[src/rtl/text_pkg.sv]
// Shared text-screen constants and types for the writer and the renderer.
// TEXT_WRITER_LINE_CLEAR_EN adds the per-row LINECLR state.
package text_pkg;

    localparam int COLS_DEF  = 40;
    localparam int ROWS_DEF  = 30;
    localparam int CELLS_DEF = COLS_DEF * ROWS_DEF;

    localparam logic [7:0] BLANK_DEF = 8'h20;
    localparam logic [7:0] CH_BS     = 8'h08;
    localparam logic [7:0] CH_LF     = 8'h0A;
    localparam logic [7:0] CH_FF     = 8'h0C;
    localparam logic [7:0] CH_CR     = 8'h0D;

    typedef enum logic [1:0] {
        S_IDLE,
`ifdef TEXT_WRITER_LINE_CLEAR_EN
        S_CLEAR,
        S_LINECLR
`else
        S_CLEAR
`endif
    } state_t;

    typedef enum logic [2:0] {
        OP_NONE,
        OP_ADV,
        OP_CR,
        OP_LF,
        OP_BS,
        OP_HOME
    } cur_op_t;

    function automatic logic is_print(input logic [7:0] c);
        return (c >= 8'h20) && (c <= 8'h7E);
    endfunction

endpackage

[src/rtl/text_cursor.sv]
// Cursor position registers, advance/wrap/backspace arithmetic and
// the linear cell address of the cursor.
module text_cursor
    import text_pkg::*;
#(
    parameter int COLS = COLS_DEF,
    parameter int ROWS = ROWS_DEF
) (
    input  logic        clk,
    input  logic        reset,
    input  cur_op_t     op_i,
    output logic [5:0]  col_o,
    output logic [4:0]  row_o,
    output logic [11:0] addr_o
);

    logic [5:0] col_q, col_d;
    logic [4:0] row_q, row_d;
    logic [4:0] row_nxt;

    // No scrolling: the bottom row wraps to the top.
    assign row_nxt = (row_q == 5'(ROWS - 1)) ? 5'd0 : row_q + 5'd1;

    always_comb begin
        col_d = col_q;
        row_d = row_q;
        unique case (op_i)
            OP_ADV: begin
                if (col_q == 6'(COLS - 1)) begin
                    col_d = 6'd0;
                    row_d = row_nxt;
                end else begin
                    col_d = col_q + 6'd1;
                end
            end
            OP_CR: col_d = 6'd0;
            OP_LF: begin
                col_d = 6'd0;
                row_d = row_nxt;
            end
            OP_BS: begin
                if (col_q != 6'd0) col_d = col_q - 6'd1;
            end
            OP_HOME: begin
                col_d = 6'd0;
                row_d = 5'd0;
            end
            default: ;
        endcase
    end

    always_ff @(posedge clk) begin
        if (reset) begin
            col_q <= 6'd0;
            row_q <= 5'd0;
        end else begin
            col_q <= col_d;
            row_q <= row_d;
        end
    end

    assign col_o  = col_q;
    assign row_o  = row_q;
    assign addr_o = 12'(row_q) * 12'(COLS) + 12'(col_q);

endmodule

[src/rtl/text_writer.sv]
// Character-stream writer for the text display memory.
// TEXT_WRITER_LINE_CLEAR_EN blanks each row as the cursor enters it.
module text_writer
    import text_pkg::*;
#(
    parameter int         COLS  = COLS_DEF,
    parameter int         ROWS  = ROWS_DEF,
    parameter logic [7:0] BLANK = BLANK_DEF
) (
    input  logic        clk,
    input  logic        reset,
    input  logic        in_valid,
    input  logic [7:0]  in_char,
    output logic        in_ready,
    output logic        mem_we,
    output logic [11:0] mem_addr,
    output logic [7:0]  mem_data,
    output logic [5:0]  cursor_col,
    output logic [4:0]  cursor_row,
    output logic        busy
);

    localparam logic [11:0] CELLS = 12'(COLS * ROWS);

    state_t      state_q, state_d;
    logic [11:0] cnt_q, cnt_d;
    logic        we_q, we_d;
    logic [11:0] addr_q, addr_d;
    logic [7:0]  data_q, data_d;
    cur_op_t     op;
    logic [11:0] cur_addr;
    logic        acc;

    assign in_ready = (state_q == S_IDLE) && !reset;
    assign acc      = in_valid && in_ready;

    text_cursor #(
        .COLS (COLS),
        .ROWS (ROWS)
    ) u_cursor (
        .clk    (clk),
        .reset  (reset),
        .op_i   (op),
        .col_o  (cursor_col),
        .row_o  (cursor_row),
        .addr_o (cur_addr)
    );

    always_comb begin
        state_d = state_q;
        cnt_d   = cnt_q;
        we_d    = 1'b0;
        addr_d  = addr_q;
        data_d  = data_q;
        op      = OP_NONE;
        unique case (state_q)
            S_IDLE: begin
                if (acc) begin
                    if (is_print(in_char)) begin
                        we_d   = 1'b1;
                        addr_d = cur_addr;
                        data_d = in_char;
                        op     = OP_ADV;
`ifdef TEXT_WRITER_LINE_CLEAR_EN
                        if (cursor_col == 6'(COLS - 1)) begin
                            state_d = S_LINECLR;
                            cnt_d   = 12'd0;
                        end
`endif
                    end else begin
                        case (in_char)
                            CH_CR: op = OP_CR;
                            CH_LF: begin
                                op = OP_LF;
`ifdef TEXT_WRITER_LINE_CLEAR_EN
                                state_d = S_LINECLR;
                                cnt_d   = 12'd0;
`endif
                            end
                            CH_BS: op = OP_BS;
                            CH_FF: begin
                                state_d = S_CLEAR;
                                cnt_d   = 12'd0;
                            end
                            default: ;
                        endcase
                    end
                end
            end
            S_CLEAR: begin
                if (cnt_q == CELLS) begin
                    state_d = S_IDLE;
                    op      = OP_HOME;
                end else begin
                    we_d   = 1'b1;
                    addr_d = cnt_q;
                    data_d = BLANK;
                    cnt_d  = cnt_q + 12'd1;
                end
            end
`ifdef TEXT_WRITER_LINE_CLEAR_EN
            // Cursor already sits at column 0 of the new row.
            S_LINECLR: begin
                if (cnt_q == 12'(COLS)) begin
                    state_d = S_IDLE;
                end else begin
                    we_d   = 1'b1;
                    addr_d = cur_addr + cnt_q;
                    data_d = BLANK;
                    cnt_d  = cnt_q + 12'd1;
                end
            end
`endif
            default: state_d = S_IDLE;
        endcase
    end

    always_ff @(posedge clk) begin
        if (reset) begin
            state_q <= S_IDLE;
            cnt_q   <= 12'd0;
            we_q    <= 1'b0;
            addr_q  <= 12'd0;
            data_q  <= 8'd0;
        end else begin
            state_q <= state_d;
            cnt_q   <= cnt_d;
            we_q    <= we_d;
            addr_q  <= addr_d;
            data_q  <= data_d;
        end
    end

    assign mem_we   = we_q;
    assign mem_addr = addr_q;
    assign mem_data = data_q;
    assign busy     = (state_q != S_IDLE);

endmodule

[config.mk]
export PLATFORM = sky130hd
export DESIGN_NAME = text_writer
export DESIGN_NICKNAME = d
export VERILOG_FILES = /design/src/rtl/text_pkg.sv /design/src/rtl/text_cursor.sv /design/src/rtl/text_writer.sv
export SDC_FILE = /design/constraint.sdc
export NUM_CORES = 1
export LEC_CHECK = 0
export BUFFER_PORTS_ARGS = -buffer_cell sky130_fd_sc_hd__buf_2
export CORE_UTILIZATION = 57
export DETAILED_ROUTE_END_ITERATION = 12
export GPL_TIMING_DRIVEN = 0
export PLACE_DENSITY = 0.9
export SLEW_MARGIN = 0
export SYNTH_ARGS = -nofsm -noshare
export SYNTH_HDL_FRONTEND = slang
export SYNTH_HIERARCHICAL = 1
export SYNTH_SLANG_ARGS = --single-unit
[constraint.sdc]
create_clock -name clk -period 3.56 [get_ports clk]
set_input_delay 0.712 -clock clk [delete_from_list [all_inputs] [get_ports clk]]
set_output_delay 0.712 -clock clk [all_outputs]
set_load 0.03 [all_outputs]
==> results.md <==
- status: finished, final reports clean
- detailed placement HPWL: 5.13 mm
- Tcrit/Tclk final: 85.7%
- area overhead of the layout relative to synthesis: 13.4%
- Core Footprint: 4820 µm²
- Max rail drop VDD: 0.203 mV
- post-synthesis instance area: 2920 µm²
- Gates resized, CTS repair: 0
- total power consumption of the routed design: 953 µW
- fmax: 328 MHz
- PwrDens: 288 nW/µm²
- worst-path maximum fanout: 10
- height of the die: 73.6 µm
- leakage power: 1.30 nW
- number of enable flip-flop cells after synthesis: 0
- share of total power in combinational logic: 11.1%
- clock group share of total power: 34.3%
- slew at the pin closest to its max-slew limit: 0.735 ns
- count of max-cap constraint violations: 0
- fraction of the yosys area taken by sequential cells: 30.8%
- Fin Clk Skew: 0.00872 ns
- Warnings, synthesis: 6
- nets@finish: 412
- die outline area: 5420 µm²
- most common cell after layout, fill and taps aside: buf_2
- summed area of non-filler cells in the final layout: 3310 µm²
- die width: 73.6 µm
- global-route usage over all layers: 27.2%
- internal power consumption: 688 µW
- clk_lat worst skew: 0.30 ns
- commonest cells after routing, fill and taps aside: buf_2, dfxtp_1, nor2_1
- number of nets with antenna violations after routing: 0
- 1st-pass router iterations: 5
- final max-slew violation count: 0
- wirelength, routed: 7.10 mm
- maximum number of pins on one net before global-route repair: 16
- crit start category: primary input
- number of primary I/O pins: 45
- flip-flop and latch count after synthesis: 45
- number of placement rows: 25
- share of flip-flops with an asynchronous set or reset: 0%
- RSZ-0062 raised after global routing: false
- critical path start-end classification: in -> reg
- wire length of the first global-routing pass: 11.3 mm
- synthesized netlist net count: 362
- placed cell area: 3220 µm²
- hold buffer count at cts: 0
- share of layout cells above drive strength 1: 21.1%
- Syn Inst Count: 333
- Unique masters post-synth: 56
- via count of the first global-routing pass: 2446
- Sequential Power Share: 54.6%
- category of the worst setup path capture point: flop
- CTS H-tree lvls: 2
- multi-input logic area: 1810 µm²
- number of setup violations in the final report: 0
- final worst path period need: 3.05 ns
- sink count of the clock tree: 45
- clock tree from TritonCTS: done
- path class of the lowest-slack min-delay path: reg -> reg
- switching power of the nets: 265 µW
- buffers inserted during post-CTS setup optimization: 0
- Port Buffers: 43
- worst-case clock buffer depth: 2
- antenna cells: 0
- remaining max-slew budget at the tightest pin: 51.0%
- Worst EP required: 3.76 ns
- Final WS setup: 0.508 ns
- initial antenna violation count: 0
- final hold violation count: 0
- Total Neg Setup Slack: 0 ns
- mean instance size in the synthesized netlist: 8.78 µm²
- GR Overflow Total: 0
- Via Count: 2734
- via-per-instance ratio: 6.06
- number of buffers inserted during clock tree synthesis: 5
- arrival time of data at the critical path endpoint: 3.25 ns
- 1st-iter DRT viols: 255
- gp weighted congestion: 0.917
- Seq. cell area: 901 µm²
- worst-case setup slack after placement: 0.295 ns
- number of fill cells: 404
- count of unresolved DRC violations after routing: 0
- starting density of the core: 60.7%
- clock-pin slew of the registers on the worst-case setup and hold paths: 0.09 ns
- CTS Root Cell: clkbuf_8
- switching share of power: 27.8%
- Primary FF master, synth: dfxtp_1
- Routed wire per std cell: 15.7 µm
==> worst paths after layout <==
kind / startpoint / to / slack (ns) / cells after the start
hold / removal: mem_data[7] / mem_data[7] / 0.49 / 1
hold reg to reg: mem_data[7] / mem_data[7] / 0.49 / 1
setup / recovery: reset / u_cursor/col_o[2] / 0.51 / 9
setup reg to reg: state_q[0] / u_cursor/col_o[2] / 0.61 / 9
==> stage by stage <==
step | instances | utilization, % | hold WS [ns]
2_1_floorplan | 333 | - | 0.474
3_3_place_gp | 443 | 66.9 | 0.464
3_5_place_dp | 443 | 66.9 | 0.468
4_1_cts | 451 | 68.8 | 0.489
5_1_grt | 451 | 68.8 | 0.504
6_report | 451 | 68.8 | 0.485
==> cell families after synthesis <==
logic type               Yosys count  synth area share (%)
adder cells (fa/ha/maj)           18                  8.22
other                              1                 0.128
XOR/XNOR                          19                  5.69
AO/OA/AOI/OAI                     85                  22.9
flip-flops                        45                  30.8
multiplexers                      13                  4.45
buffers and inverters             41                  7.32
AND/OR/NAND/NOR                  111                  20.4
==> layout make-up <==
cell class,count,share of cell area (%)
Timing Repair Buffer,43,6.50
Inverter,22,2.49
Multi-Input combinational cell,247,54.6
Clock inverter,3,0.680
Clock buffer,5,2.08
Sequential cell,45,27.2
Buffer,19,3.97
Tap cell,67,2.53
==> synth_stat cells, drive strengths merged, types with 2 or more instances <==
library cell,number,area [µm²]
nor4b,2,17.5
nor3b,3,22.5
a22oi,8,60.1
o21ai,14,70.1
and3b,3,30.0
nor4,4,25.0
xnor2,13,114
and4,2,17.5
a21o,4,30.0
nand4,4,25.0
buf,13,109
nor2b,2,12.5
nand3,10,50.1
a21oi,19,95.1
a31oi,4,25.0
xor2,6,52.6
o2111ai,2,17.5
clkbuf,6,22.5
a41oi,2,43.8
o22ai,2,12.5
mux2i,13,130
o32ai,5,43.8
nand3b,4,30.0
a211oi,15,160
fa,2,40.0
dfxtp,45,901
nor3,15,80.1
nand2,18,67.6
or3b,4,37.5
ha,16,200
o221a,2,22.5
inv,22,82.6
and4b,2,20.0
nor2,33,124
and3,2,12.5
==> critical path, stage by stage <==
cell     delay, ns
buf_2         0.16
nor3b_1       0.33
nand4_1       0.21
o41ai_1       0.62
buf_4         0.29
nor2b_1       0.25
and4_1        0.32
nor3_1        0.08
o221a_2       0.26
==> layer usage <==
metal	track usage, %	share of wire [%]	vias to the layer above
met3	3.70	5.5	15
met4	8.76	1.5	0
met2	44.6	48	114
met1	36.7	45	1287
met5	0	0	-
li1	-	-	1318
==> power by group through the flow <==
| stage | Combinational, mW | Clock, mW | Sequential (mW) |
|---|---|---|---|
| after CTS | 0.105 | 0.333 | 0.520 |
| after floorplan | 0.0560 | 0 | 0.548 |
| after detailed placement | 0.105 | 0 | 0.532 |
| after global placement | 0.103 | 0 | 0.532 |
| after global routing | 0.114 | 0.350 | 0.522 |
| final | 0.106 | 0.326 | 0.520 |
==> flip-flops by register name, indices dropped and copies added (netlist names) <==
register	count
mem_data	8
u_cursor/col_o	6
mem_we	1
state_q	1
mem_addr	12
u_cursor/row_o	5
cnt_q	12
Note: power is estimated with default switching activity, not from simulation.
